==> config.mk <==
export PLATFORM = sky130hd
export DESIGN_NAME = axi_wr_data_gen_flat
export DESIGN_NICKNAME = d
export VERILOG_FILES = /design/src/rtl/axi_pkg.sv /design/src/rtl/axi_wr_data_gen_if.sv /design/src/rtl/axi_wr_data_gen.sv /design/src/flat_wrapper.sv
export SDC_FILE = /design/constraint.sdc
export NUM_CORES = 1
export LEC_CHECK = 0
export BUFFER_PORTS_ARGS = -buffer_cell sky130_fd_sc_hd__buf_2
export CORE_MARGIN = 10
export CORE_UTILIZATION = 48
export CTS_CLUSTER_SIZE = 24
export DETAILED_ROUTE_END_ITERATION = 10
export PLACE_DENSITY_LB_ADDON = 0.08
export REMOVE_ABC_BUFFERS = 1
export SLEW_MARGIN = 10
export SYNTH_ARGS = -nofsm -noshare
export SYNTH_HDL_FRONTEND = slang
export SYNTH_SLANG_ARGS = --single-unit
==> constraint.sdc <==
create_clock -name clk -period 1.8 [get_ports clk]
set_input_delay 0.27 -clock clk [delete_from_list [all_inputs] [get_ports clk]]
set_output_delay 0.27 -clock clk [all_outputs]
set_load 0.02 [all_outputs]
==> src/rtl/axi_pkg.sv <==
// Shared defaults and state type for the AXI write-data generator.
package axi_pkg;

  localparam int DEF_ID_MAX_WIDTH = 4;
  localparam int DEF_DATA_WIDTH   = 32;
  localparam int DEF_LEN_WIDTH    = 8;

  typedef enum logic {
    ST_IDLE  = 1'b0,
    ST_BURST = 1'b1
  } wr_state_t;

endpackage

==> src/rtl/axi_wr_data_gen_if.sv <==
// AXI W-channel bundle; master drives the beat, slave returns wready.
interface axi_wr_data_channel #(
  parameter int ID_W   = 4,
  parameter int DATA_W = 32
) ();

  logic                  wvalid;
  logic                  wready;
  logic [ID_W-1:0]       wid;
  logic [DATA_W-1:0]     wdata;
  logic [DATA_W/8-1:0]   wstrb;
  logic                  wlast;

  modport master (
    output wvalid, wid, wdata, wstrb, wlast,
    input  wready
  );

  modport slave (
    input  wvalid, wid, wdata, wstrb, wlast,
    output wready
  );

endinterface

==> src/rtl/axi_wr_data_gen.sv <==
// Turns a burst command plus a local beat stream into AXI W-channel beats
// through a single output register stage.
//
// state    | meaning
// ---------|--------------------------------------------------------
// ST_IDLE  | waiting for a burst command, local beats held off
// ST_BURST | moving local beats to W until the wlast beat handshakes
module axi_wr_data_gen
  import axi_pkg::*;
#(
  parameter int ID_MAX_WIDTH = DEF_ID_MAX_WIDTH,
  parameter int DATA_WIDTH   = DEF_DATA_WIDTH,
  parameter int LEN_WIDTH    = DEF_LEN_WIDTH
) (
  input  logic                      clk,
  input  logic                      rst,
  input  logic                      cmd_valid,
  output logic                      cmd_ready,
  input  logic [ID_MAX_WIDTH-1:0]   cmd_id,
  input  logic [LEN_WIDTH-1:0]      cmd_len,
  input  logic                      s_valid,
  output logic                      s_ready,
  input  logic [DATA_WIDTH-1:0]     s_data,
  input  logic [DATA_WIDTH/8-1:0]   s_strb,
  axi_wr_data_channel.master        w,
  output logic                      burst_done
);

  wr_state_t               state;
  wr_state_t               state_nxt;
  logic [ID_MAX_WIDTH-1:0] id_q;
  logic [LEN_WIDTH-1:0]    len_q;
  logic [LEN_WIDTH-1:0]    cnt;
  logic                    last_loaded;
  logic                    load;
  logic                    w_fire;
  logic                    cnt_at_len;

  assign load       = s_valid && s_ready;
  assign w_fire     = w.wvalid && w.wready;
  assign cnt_at_len = (cnt == len_q);

  always_ff @(posedge clk) begin
    if (rst) begin
      state <= ST_IDLE;
    end else begin
      state <= state_nxt;
    end
  end

  always_comb begin
    state_nxt = state;
    cmd_ready = 1'b0;
    s_ready   = 1'b0;
    case (state)
      ST_IDLE: begin
        cmd_ready = 1'b1;
        if (cmd_valid) begin
          state_nxt = ST_BURST;
        end
      end
      ST_BURST: begin
        // Refill the output register when it is empty or draining this cycle.
        s_ready = !last_loaded && (!w.wvalid || w.wready);
        if (w_fire && w.wlast) begin
          state_nxt = ST_IDLE;
        end
      end
      default: state_nxt = ST_IDLE;
    endcase
  end

  always_ff @(posedge clk) begin
    if (rst) begin
      id_q        <= '0;
      len_q       <= '0;
      cnt         <= '0;
      last_loaded <= 1'b0;
      burst_done  <= 1'b0;
      w.wvalid    <= 1'b0;
      w.wid       <= '0;
      w.wdata     <= '0;
      w.wstrb     <= '0;
      w.wlast     <= 1'b0;
    end else begin
      burst_done <= w_fire && w.wlast;
      if (cmd_valid && cmd_ready) begin
        id_q        <= cmd_id;
        len_q       <= cmd_len;
        cnt         <= '0;
        last_loaded <= 1'b0;
      end
      if (load) begin
        w.wvalid <= 1'b1;
        w.wid    <= id_q;
        w.wdata  <= s_data;
        w.wstrb  <= s_strb;
        w.wlast  <= cnt_at_len;
        cnt      <= cnt + 1'b1;
        // The counter may wrap after the final load; last_loaded blocks any further beats.
        if (cnt_at_len) begin
          last_loaded <= 1'b1;
        end
      end else if (w_fire) begin
        w.wvalid <= 1'b0;
      end
    end
  end

endmodule

==> src/flat_wrapper.sv <==
// flat-port wrapper written by rule: the top's interface ports become plain ports
module axi_wr_data_gen_flat import axi_pkg::*;
#(
  parameter int ID_MAX_WIDTH = DEF_ID_MAX_WIDTH,
  parameter int DATA_WIDTH   = DEF_DATA_WIDTH,
  parameter int LEN_WIDTH    = DEF_LEN_WIDTH
)
  (clk, rst, cmd_valid, cmd_ready, cmd_id, cmd_len, s_valid, s_ready, s_data, s_strb, burst_done, w_wvalid, w_wid, w_wdata, w_wstrb, w_wlast, w_wready);
  axi_wr_data_channel #(.ID_W((4)), .DATA_W((32))) w_i ();
  input  logic clk;
  input  logic rst;
  input  logic cmd_valid;
  output logic cmd_ready;
  input  logic [ID_MAX_WIDTH-1:0] cmd_id;
  input  logic [LEN_WIDTH-1:0] cmd_len;
  input  logic s_valid;
  output logic s_ready;
  input  logic [DATA_WIDTH-1:0] s_data;
  input  logic [DATA_WIDTH/8-1:0] s_strb;
  output logic burst_done;
  output wire logic [$bits(w_i.wvalid)-1:0] w_wvalid;
  output wire logic [$bits(w_i.wid)-1:0] w_wid;
  output wire logic [$bits(w_i.wdata)-1:0] w_wdata;
  output wire logic [$bits(w_i.wstrb)-1:0] w_wstrb;
  output wire logic [$bits(w_i.wlast)-1:0] w_wlast;
  input wire logic [$bits(w_i.wready)-1:0] w_wready;
  assign w_wvalid = w_i.wvalid;
  assign w_wid = w_i.wid;
  assign w_wdata = w_i.wdata;
  assign w_wstrb = w_i.wstrb;
  assign w_wlast = w_i.wlast;
  assign w_i.wready = w_wready;
  axi_wr_data_gen #(.ID_MAX_WIDTH(ID_MAX_WIDTH), .DATA_WIDTH(DATA_WIDTH), .LEN_WIDTH(LEN_WIDTH)) u_core (.clk(clk), .rst(rst), .cmd_valid(cmd_valid), .cmd_ready(cmd_ready), .cmd_id(cmd_id), .cmd_len(cmd_len), .s_valid(s_valid), .s_ready(s_ready), .s_data(s_data), .s_strb(s_strb), .w(w_i), .burst_done(burst_done));
endmodule
After elaboration in Yosys (flattened, before gate mapping)
Index checks and enable logic that the tools add are counted.
- flip-flop bits (word level): 65
- output and inout bits: 45
- bits of input ports: 53
- logic and storage cells: 36
- muxes and demuxes: 12
- $add $sub $neg: 1
- reductions and logical operators: 10
- bitwise gates (word level): 1
- equality and inequality tests: 1
- operators by type and width (operator ; number):
    two-way mux 8 bit ; 2
    two-way mux 1 bit ; 9
    adder 8 x 1 -> 8 bit, second input constant ; 1
    equality test 8 bit ; 1
    logical AND 1 bit ; 5
    nonzero test 2 bit ; 2
    zero test 1 bit ; 2
    one-hot mux 1 bit (2 select lines) ; 1
    logical OR 1 bit ; 1
    inverter 1 bit ; 1

Depth between registers and ports, before layout
Gate-level depths: netlist of the first run.
- word-level depth: 6
- mapped depth: 6
- gate-level depth less buffers: 4

Least setup slack after synthesis of the first run
No wires, ideal clock.
- path kind: register to register
- from: reg u_core.w.wvalid
- to: reg u_core.cnt[6]
- path slack: 0.388 ns
- required time: 1.667 ns
- path buffers: 2
- cell stages (with the launch flop): 7
- period minus slack after synthesis: 1.412 ns
- setup time: 0.133 ns
- data arrival time: 1.279 ns
- cells stage by stage: dfxtp_1 > nand2b_1 > and3_1 > buf_4 > buf_6 > a41oi_2 > a211oi_2
- longest elaborated chain between the ends: 6
- elaborated cells between the ends (all ways): 7
- classes of those cells: mux (2); reduce/logical (5)
- RTL lines (what ; line ; source):
    start, declared ; axi_wr_data_gen_if.sv:15 ; output wvalid, wid, wdata, wstrb, wlast,
    start signal, assigned ; axi_wr_data_gen.sv:80 ; w.wvalid <= 1'b0;
    start signal, assigned ; axi_wr_data_gen.sv:94 ; w.wvalid <= 1'b1;
    start signal, assigned ; axi_wr_data_gen.sv:105 ; w.wvalid <= 1'b0;
    zero test 1 bit * ; axi_wr_data_gen.sv:64 ; s_ready = !last_loaded && (!w.wvalid || w.wready);
    logical OR 1 bit * ; axi_wr_data_gen.sv:64 ;
    logical AND 1 bit * ; axi_wr_data_gen.sv:64 ;
    two-way mux 1 bit * ; axi_wr_data_gen.sv:55 ; case (state)
    logical AND 1 bit * ; axi_wr_data_gen.sv:39 ; assign load = s_valid && s_ready;
    two-way mux 8 bit or nonzero test 2 bit (tied branches) ; n/a ;
    end signal, assigned ; axi_wr_data_gen.sv:99 ; cnt <= cnt + 1'b1;
    end, declared ; axi_wr_data_gen.sv:33 ; logic [LEN_WIDTH-1:0] cnt;
Mark *: on every way between the ends. The rest lies on a longest branch, timed or not.
A chain may end at the register's enable or synchronous reset.

Worst setup path after layout of the first run
- from: reg u_core.state
- to: reg u_core.cnt[2]
- longest elaborated chain between the ends: 3
- elaborated cells between the ends (all ways): 6
- classes of those cells: mux (3); reduce/logical (3)
- RTL lines (what ; line ; source):
    start, declared ; axi_wr_data_gen.sv:29 ; wr_state_t state;
    start signal, assigned ; axi_wr_data_gen.sv:47 ; state <= state_nxt;
    two-way mux 1 bit ; axi_wr_data_gen.sv:55 ;
    logical AND 1 bit (on tied branches) ; axi_wr_data_gen.sv:39, axi_wr_data_gen.sv:87 ;
    two-way mux 8 bit or nonzero test 2 bit (tied branches) ; n/a ;
Parallel ways exist; a longest one is shown, timed or not.

==> summary.md, run 1 <==
• **run status** finished, final reports clean
• **clock slew seen by the registers of the worst setup and hold paths** 70 ps
• **Cell Rows** 26
• **maximum buffer depth of the clock tree** 2
• **RR Startpoint** u_core.state
• **CORE AREA** 0.00504 sq mm
• **Worst-Margin Slew** 499 ps
• **WP data arrival** 1720 ps
• **dominant cell type by area after synthesis** sky130_fd_sc_hd__dfxtp_1
• **hold-fix buffer count after cts** 0
• **area share of the largest cell type after synthesis** 52.8%
• **cell with the most instances after synthesis** sky130_fd_sc_hd__nand2_1
• **Main synth FF type** sky130_fd_sc_hd__dfxtp_1
• **post-CTS setup-driven buffer insertion count** 0
• **DR DRC count** 0
• **filler-free cell count of the finished design** 479
• **Rel. slew slack** 66.6%
• **CP Class** flop to flop
• **path class of the lowest-slack min-delay path** primary input to flop
• **total congestion overflow after global routing** 0
• **Die Ht** 91.6 um
• **Synth async-reset ratio** 0%
• **worst clock skew** 4.73 ps
• **commonest cells in the synthesized netlist** 112 x sky130_fd_sc_hd__nand2_1, 65 x sky130_fd_sc_hd__dfxtp_1, 60 x sky130_fd_sc_hd__a21oi_1, 9 x sky130_fd_sc_hd__clkbuf_1, 9 x sky130_fd_sc_hd__xor2_1
• **# nets final** 459
• **total wire length after detailed routing** 6.34 mm
• **sequential fraction of the synthesis area** 52.8%
• **hold-critical path depth** 3
• **required time at the worst-slack endpoint** 2040 ps
• **Netlist cell types** 31
• **area overhead of the layout relative to synthesis** 30.2%
• **number of enable flip-flop cells after synthesis** 0
• **routed len/inst** 13.2 um
• **Final period util** 82.0%
• **Die ar.** 0.00840 sq mm
• **total placed cells including tap cells** 464
• **Fin Hold WS** 170 ps
• **number of gates resized after CTS** 0
• **CTS tree** yes
• **final std cell area, no fill** 0.00321 sq mm
• **number of failing setup endpoints in the final timing report** 0
• **Total Power Consumption** 3.10 mW
• **Num CTS Buffers** 9
• **area taken by multi-input logic gates** 0.00105 sq mm
• **hold violation count in the final report** 0
• **CP endpoint kind** flop
• **static leakage power** 1.45 nW
• **length in cells of the worst reg-to-reg path** 5
• **clock latency on the worst-skew pair** 330 ps
• **core occupancy in the finished layout** 63.6%
• **unrepaired setup endpoints after global routing** no
• **die boundary width** 91.6 um
• **Overall Global Routing Usage** 15.3%
• **DR vias/cell** 4.81
• **ports placed on the boundary** 98
• **main area contributors after synthesis** sky130_fd_sc_hd__dfxtp_1 53%, sky130_fd_sc_hd__nand2_1 17%, sky130_fd_sc_hd__a21oi_1 12%
• **largest fanout on the critical path** 15
• **total number of H-tree levels** 3
• **wire length of the first global-routing pass** 10.7 mm
• **root buf cell** sky130_fd_sc_hd__clkbuf_8
• **routed vias** 2302
• **maximum number of pins on one net before global-route repair** 26
• **number of DRC violations after detailed-routing iteration 0** 80
• **count of maximum capacitance violations** 0
• **final critical delay including setup and external delays** 1480 ps
• **cell area reported after detailed placement** 0.00301 sq mm
• **Port-buffer cells** 97
• **number of global-route vias before repair** 2212
• **flip-flop and latch count after synthesis** 65
• **worst-case hold path end point** u_core.w.wdata[26]
• **startpoint type of the worst setup path** flop
• **Max IR drop VDD** 0.610 mV
• **Min-Delay Startpoint** s_data[26]
• **netlist area before placement** 0.00246 sq mm
• **half-perimeter wire length of the detailed placement result** 4.66 mm
• **share of final-layout standard cells stronger than drive strength 1** 30.6%
• **power per cell area** 966 mW/mm^2
• **synthesized netlist cell count** 308
• **area of all sequential standard cells** 0.00130 sq mm
• **number of routed nets with antenna violations** 0
• **maximum operating frequency** 0.677 GHz
• **final slew viol count** 0
• **antenna diode instance count** 0
• **worst reg2reg path endpoint** u_core.cnt[2]
• **mean area per synthesized cell** 8.00 sq um
• **number of sinks driven by the clock tree** 65
• **effective utilization at floorplan** 48.9%
• **total of warnings raised by yosys** 0
• **fill cell instance count of the final layout** 485
• **slack of the worst reg-to-reg path** 320 ps
• **number of iterations in the first detailed-routing pass** 4
• **routability cong.** 0.810
• **initial antenna violation count** 0
## worst max-delay path, stage by stage, from the launching register on
cell and delay (ps):
sky130_fd_sc_hd__dfxtp_1 370, sky130_fd_sc_hd__and2b_2 200, sky130_fd_sc_hd__and3_2 300, sky130_fd_sc_hd__buf_4 240
sky130_fd_sc_hd__a21oi_1 90, sky130_fd_sc_hd__a211oi_1 200
## worst max path at each step
stage,slack (ps),from,depth (start not counted),to
after global routing,240,u_core.state,5,u_core.cnt[2]
final,320,u_core.state,5,u_core.cnt[2]
after detailed placement,280,w_wready,6,u_core.cnt[2]
after floorplan,-230,u_core.w.wvalid,4,u_core.cnt[6]
after CTS,310,u_core.last_loaded,3,s_ready
after global placement,330,w_wready,6,u_core.cnt[2]
## power by group
part	switching, mW	leakage (nW)	internal, mW
clock network	0.516	0.102	0.704
registers	0.0310	0.529	1.50
logic	0.214	0.820	0.136
## cell usage in the layout, fill, tap and decap left out, drive strengths merged, types with 2 or more instances in the layout
cell and count:
nor2 6, and2 2, o21ai 2, clkbuf 12
nand2 112, a21oi 60, nor3 2, nand3 5
inv 3, a211oi 3, and3 3, dfxtp 65
nand4 2, clkinv 2, buf 107, a41oi 2
nand2b 2, xor2 9
## logic make-up (layout without fill, tap and decap cells)
| family | count (synthesis) | in the layout | synth area share [%] |
|---|---|---|---|
| AOI/OAI and AO/OA | 70 | 70 | 15.7 |
| xor gates and xnor gates | 9 | 9 | 3.20 |
| adders and majority gates | 1 | 1 | 0.508 |
| buffers and inverters | 24 | 125 | 4.52 |
| DFF | 65 | 65 | 52.8 |
| muxes | 1 | 1 | 0.406 |
| and+or+nand+nor | 138 | 138 | 22.9 |
## state kept, by name (all words and copies together), names as in the netlist
signal / count
u_core.last_loaded: 1
u_core.w.wvalid: 1
u_core.w.wdata: 32
u_core.state: 1
u_core.len_q: 8
u_core.w.wlast: 1
u_core.cnt: 8
u_core.id_q: 4
u_core.burst_done: 1
u_core.w.wid: 4
u_core.w.wstrb: 4
## per-layer routing
layer  GRT usage (%)  vias up  part of all wire, %
li1                -     1203                    -
met1            18.5     1014                   46
met2            23.0       76                   45
met3            5.79        9                  7.7
met4            8.36        0                  1.5
met5               0        -                    0
## layout make-up
class / count / share of cell area, %
Multi-Input combinational cell: 219 / 32.8
Inverter: 3 / 0.351
Timing Repair Buffer: 107 / 17.5
Tap cell: 70 / 2.73
Clock inverter: 3 / 1.25
Clock buffer: 12 / 4.84
Sequential cell: 65 / 40.6
## stage by stage
stage                     setup slack [ps]  TNS, ps
after floorplan                       -230    -2320
after detailed placement               276        0
after global placement                 327        0
after global routing                   244        0
after CTS                              306        0
final                                  323        0
No activity file was read; power rests on OpenSTA's default activity.
==> run 2, diff against run 1 <==
--- a/config.mk
+++ b/config.mk
@@ -5,9 +5,10 @@
 export SDC_FILE = /design/constraint.sdc
 export NUM_CORES = 1
 export LEC_CHECK = 0
+export ABC_AREA = 1
 export BUFFER_PORTS_ARGS = -buffer_cell sky130_fd_sc_hd__buf_2
 export CORE_MARGIN = 10
-export CORE_UTILIZATION = 48
+export CORE_UTILIZATION = 44
 export CTS_CLUSTER_SIZE = 24
 export DETAILED_ROUTE_END_ITERATION = 10
 export PLACE_DENSITY_LB_ADDON = 0.08
==> constraint.sdc (replaced) <==
create_clock -name clk -period 1.31 [get_ports clk]
set_input_delay 0.1965 -clock clk [delete_from_list [all_inputs] [get_ports clk]]
set_output_delay 0.1965 -clock clk [all_outputs]
set_load 0.02 [all_outputs]
==> summary.md, run 2 <==
• **worst clock skew** 11.9 ps, +7.15 ps
• **wire length of the first global-routing pass** 11.2 mm, +5.5%
• **Simple-Gate Fraction of Synth Area** 24.6%, +1.7 points
• **WP data arrival** 1100 ps, -620 ps
• **Cell Rows** 27, +3.8%
• **flip-flop and latch count after synthesis** 65, unchanged
• **ports placed on the boundary** 98, unchanged
• **mean area per synthesized cell** 7.73 sq um, -3.4%
• **sequential fraction of design power** 47.7%, -1.6 points
• **total of warnings raised by yosys** 0, unchanged
• **Num CTS Buffers** 9, unchanged
• **total placed cells including tap cells** 493, +6.3%
• **initial antenna violation count** 0, unchanged
• **post-synthesis adder-cell area fraction** 0.488%, -0.020 points
• **largest fanout on the critical path** 3, -12
• **post-synthesis share of cell area spent on xor and xnor gates** 1.02%, -2.2 points
• **Synth async-reset ratio** 0%, unchanged
• **half-perimeter wire length of the detailed placement result** 5.02 mm, +7.7%
• **hold violation count in the final report** 0, unchanged
• **Final period util** 99.1%
• **Sw Pwr** 1.19 mW, +56%
• **Rel. slew slack** 82.4%, +16 points
• **Worst-Margin Slew** 264 ps, -235 ps
• **Die ar.** 0.00928 sq mm, +11%
• **total wire length after detailed routing** 7.01 mm, +11%
• **Largest register FFs** 32, unchanged
• **final slew viol count** 0, unchanged
• **most common cell after layout, fill and taps aside** sky130_fd_sc_hd__nor2_1
• **hold-fix buffer count after cts** 0, unchanged
• **maximum number of pins on one net before global-route repair** 32, +23%
• **share of final-layout standard cells stronger than drive strength 1** 33.0%, +2.4 points
• **area overhead of the layout relative to synthesis** 34.0%
• **number of failing setup endpoints in the final timing report** 0, unchanged
• **number of iterations in the first detailed-routing pass** 4, unchanged
• **DR vias/cell** 4.82, +0.34%
• **final critical delay including setup and external delays** 1300 ps
• **sequential fraction of the synthesis area** 50.7%, -2.1 points
• **most frequent cells in the layout** 100 x sky130_fd_sc_hd__nor2_1, 96 x sky130_fd_sc_hd__buf_2, 62 x sky130_fd_sc_hd__dfxtp_1, 36 x sky130_fd_sc_hd__nand2_1, 31 x sky130_fd_sc_hd__o21ai_0
• **routed vias** 2469, +7.3%
• **Main synth FF type** sky130_fd_sc_hd__dfxtp_1
• **count of maximum capacitance violations** 0, unchanged
• **netlist area before placement** 0.00256 sq mm, +4.1%
• **switching power share of the total** 26.2%, +1.7 points
• **effective utilization at floorplan** 46.0%, -2.8 points
• **antenna diode instance count** 0, unchanged
• **fill cell instance count of the final layout** 526, +8.5%
• **power per cell area** 1320 mW/mm^2, +37%
• **required time at the worst-slack endpoint** 1110 ps, -930 ps
• **static leakage power** 1.70 nW, +17%
• **Most flops, register** u_core.w.wdata
• **routability cong.** 0.844, +4.3%
• **total congestion overflow after global routing** 0, unchanged
• **unrepaired setup endpoints after global routing** yes
• **maximum operating frequency** 0.770 GHz
• **routed len/inst** 13.7 um, +3.5%
• **Overall Global Routing Usage** 15.3%, -0.065 points
• **final std cell area, no fill** 0.00344 sq mm, +7.2%
• **share of power burned in combinational logic** 15.2%, +3.9 points
• **die boundary width** 96.4 um, +5.1%
• **dominant cell type by area after synthesis** sky130_fd_sc_hd__dfxtp_1
• **CTS tree** yes
• **CP endpoint kind** output pin
• **largest family of logic cells by synthesized area** simple AND/OR/NAND/NOR gates
• **Port-buffer cells** 97, unchanged
• **startpoint type of the worst setup path** flop
• **Fin Hold WS** 88.6 ps, -81.0 ps
• **Max IR drop VDD** 0.801 mV, +31%
• **total number of H-tree levels** 3, unchanged
• **area share of the largest cell type after synthesis** 50.7%, -2.1 points
• **main area contributors after synthesis** sky130_fd_sc_hd__dfxtp_1 51%, sky130_fd_sc_hd__nor2_1 15%, sky130_fd_sc_hd__o21ai_0 6.6%
• **filler-free cell count of the finished design** 512, +6.9%
• **path class of the lowest-slack min-delay path** primary input to flop
• **number of DRC violations after detailed-routing iteration 0** 81, +1.3%
• **# nets final** 490, +6.8%
• **CP Class** flop to output pin
• **cell with the most instances after synthesis** sky130_fd_sc_hd__nor2_1
• **internal cell power** 3.35 mW, +43%
• **Netlist cell types** 26, -16%
• **number of global-route vias before repair** 2437, +10%
• **clock slew seen by the registers of the worst setup and hold paths** 70 ps, about the same
• **number of enable flip-flop cells after synthesis** 0, unchanged
• **cell area reported after detailed placement** 0.00314 sq mm, +4.1%
• **multiplexer share of the synthesized area** 0%, -0.41 points
• **clock latency on the worst-skew pair** 330 ps, about the same
• **commonest cells in the synthesized netlist** 100 x sky130_fd_sc_hd__nor2_1, 65 x sky130_fd_sc_hd__dfxtp_1, 36 x sky130_fd_sc_hd__nand2_1, 34 x sky130_fd_sc_hd__o21ai_0, 21 x sky130_fd_sc_hd__o21ai_1
• **CORE AREA** 0.00557 sq mm, +11%
• **number of sinks driven by the clock tree** 65, unchanged
• **share of the synthesized area in compound gates (AO/OA/AOI/OAI)** 15.3%, -0.38 points
• **proportion of power drawn by the clock network** 37.1%, -2.3 points
• **number of routed nets with antenna violations** 0, unchanged
• **root buf cell** sky130_fd_sc_hd__clkbuf_8
• **maximum buffer depth of the clock tree** 2, unchanged
• **summed negative setup slack over all endpoints** 0 ps, unchanged
• **core occupancy in the finished layout** 61.7%, -1.9 points
• **DR DRC count** 0, unchanged
• **Die Ht** 96.4 um, +5.1%
• **run status** finished, final reports clean
• **synthesized netlist cell count** 332, +7.8%
• **largest registers** u_core.w.wdata x32, u_core.cnt x8, u_core.len_q x8
-- run 2: critical path: stages, from the launching register on --
cell	delay, ps
sky130_fd_sc_hd__dfxtp_2	340
sky130_fd_sc_hd__inv_2	50
sky130_fd_sc_hd__nor2_4	80
sky130_fd_sc_hd__nand2_2	80
sky130_fd_sc_hd__inv_2	100
sky130_fd_sc_hd__buf_6	120
-- run 2: per-stage QoR --
| step | worst slack [ps] | total power [mW] |
|---|---|---|
| 2_1_floorplan | -229 | 2.56 |
| 3_3_place_gp | 83.1 | 2.85 |
| 3_5_place_dp | 46.4 | 2.86 |
| 4_1_cts | 16.1 | 4.55 |
| 5_1_grt | -51.5 | 4.76 |
| 6_report | 11.4 | 4.54 |
-- run 2: layout make-up --
class	count	area, sq um	area share, %
sequential	65	1310	38.0
multi-input combinational	230	1080	31.5
timing repair buffer	111	692	20.1
clock buffer	12	155	4.51
tap	72	90.1	2.62
inverter	19	71.3	2.07
clock inverter	3	40.0	1.16
-- run 2: metal layers --
metal	GRT usage, %	vias to the layer above	part of all wire (%)
li1	-	1272	-
met1	17.0	1133	41
met2	24.6	59	49
met3	7.78	5	9.5
met4	5.45	0	0.77
met5	0	-	0
-- run 2: repair_timing --
action	CTS	global route
gates cloned	0	1
pin swaps	0	3
endpoints found under the setup margin	1	21
gates resized for setup	3	14
buffers inserted	0	3
-- run 2: power by group through the flow --
stage | Clock (mW) | Combinational, mW | Sequential [mW]
final | 1.68 | 0.690 | 2.16
after global placement | 0 | 0.650 | 2.20
after global routing | 1.82 | 0.772 | 2.18
after floorplan | 0 | 0.251 | 2.31
after detailed placement | 0 | 0.658 | 2.20
after CTS | 1.72 | 0.667 | 2.16
-- run 2: path summary, 6_finish.rpt --
| check | startpoint | to | slack, ps | cells after the start |
|---|---|---|---|---|
| max | u_core.state | s_ready | 10 | 5 |
| min | s_data[29] | u_core.w.wdata[29] | 90 | 3 |
| max reg2reg | u_core.state | u_core.cnt[7] | 40 | 9 |
| min reg2reg | u_core.len_q[0] | u_core.len_q[0] | 470 | 2 |
-- run 2: kinds of logic (layout without fill, tap and decap cells) --
logic type | Yosys count | in the layout
AO/OA/AOI/OAI | 75 | 75
XOR/XNOR | 3 | 3
adder cells (fa/ha/maj) | 1 | 1
buffers and inverters | 37 | 145
flip-flops | 65 | 65
AND/OR/NAND/NOR | 151 | 151
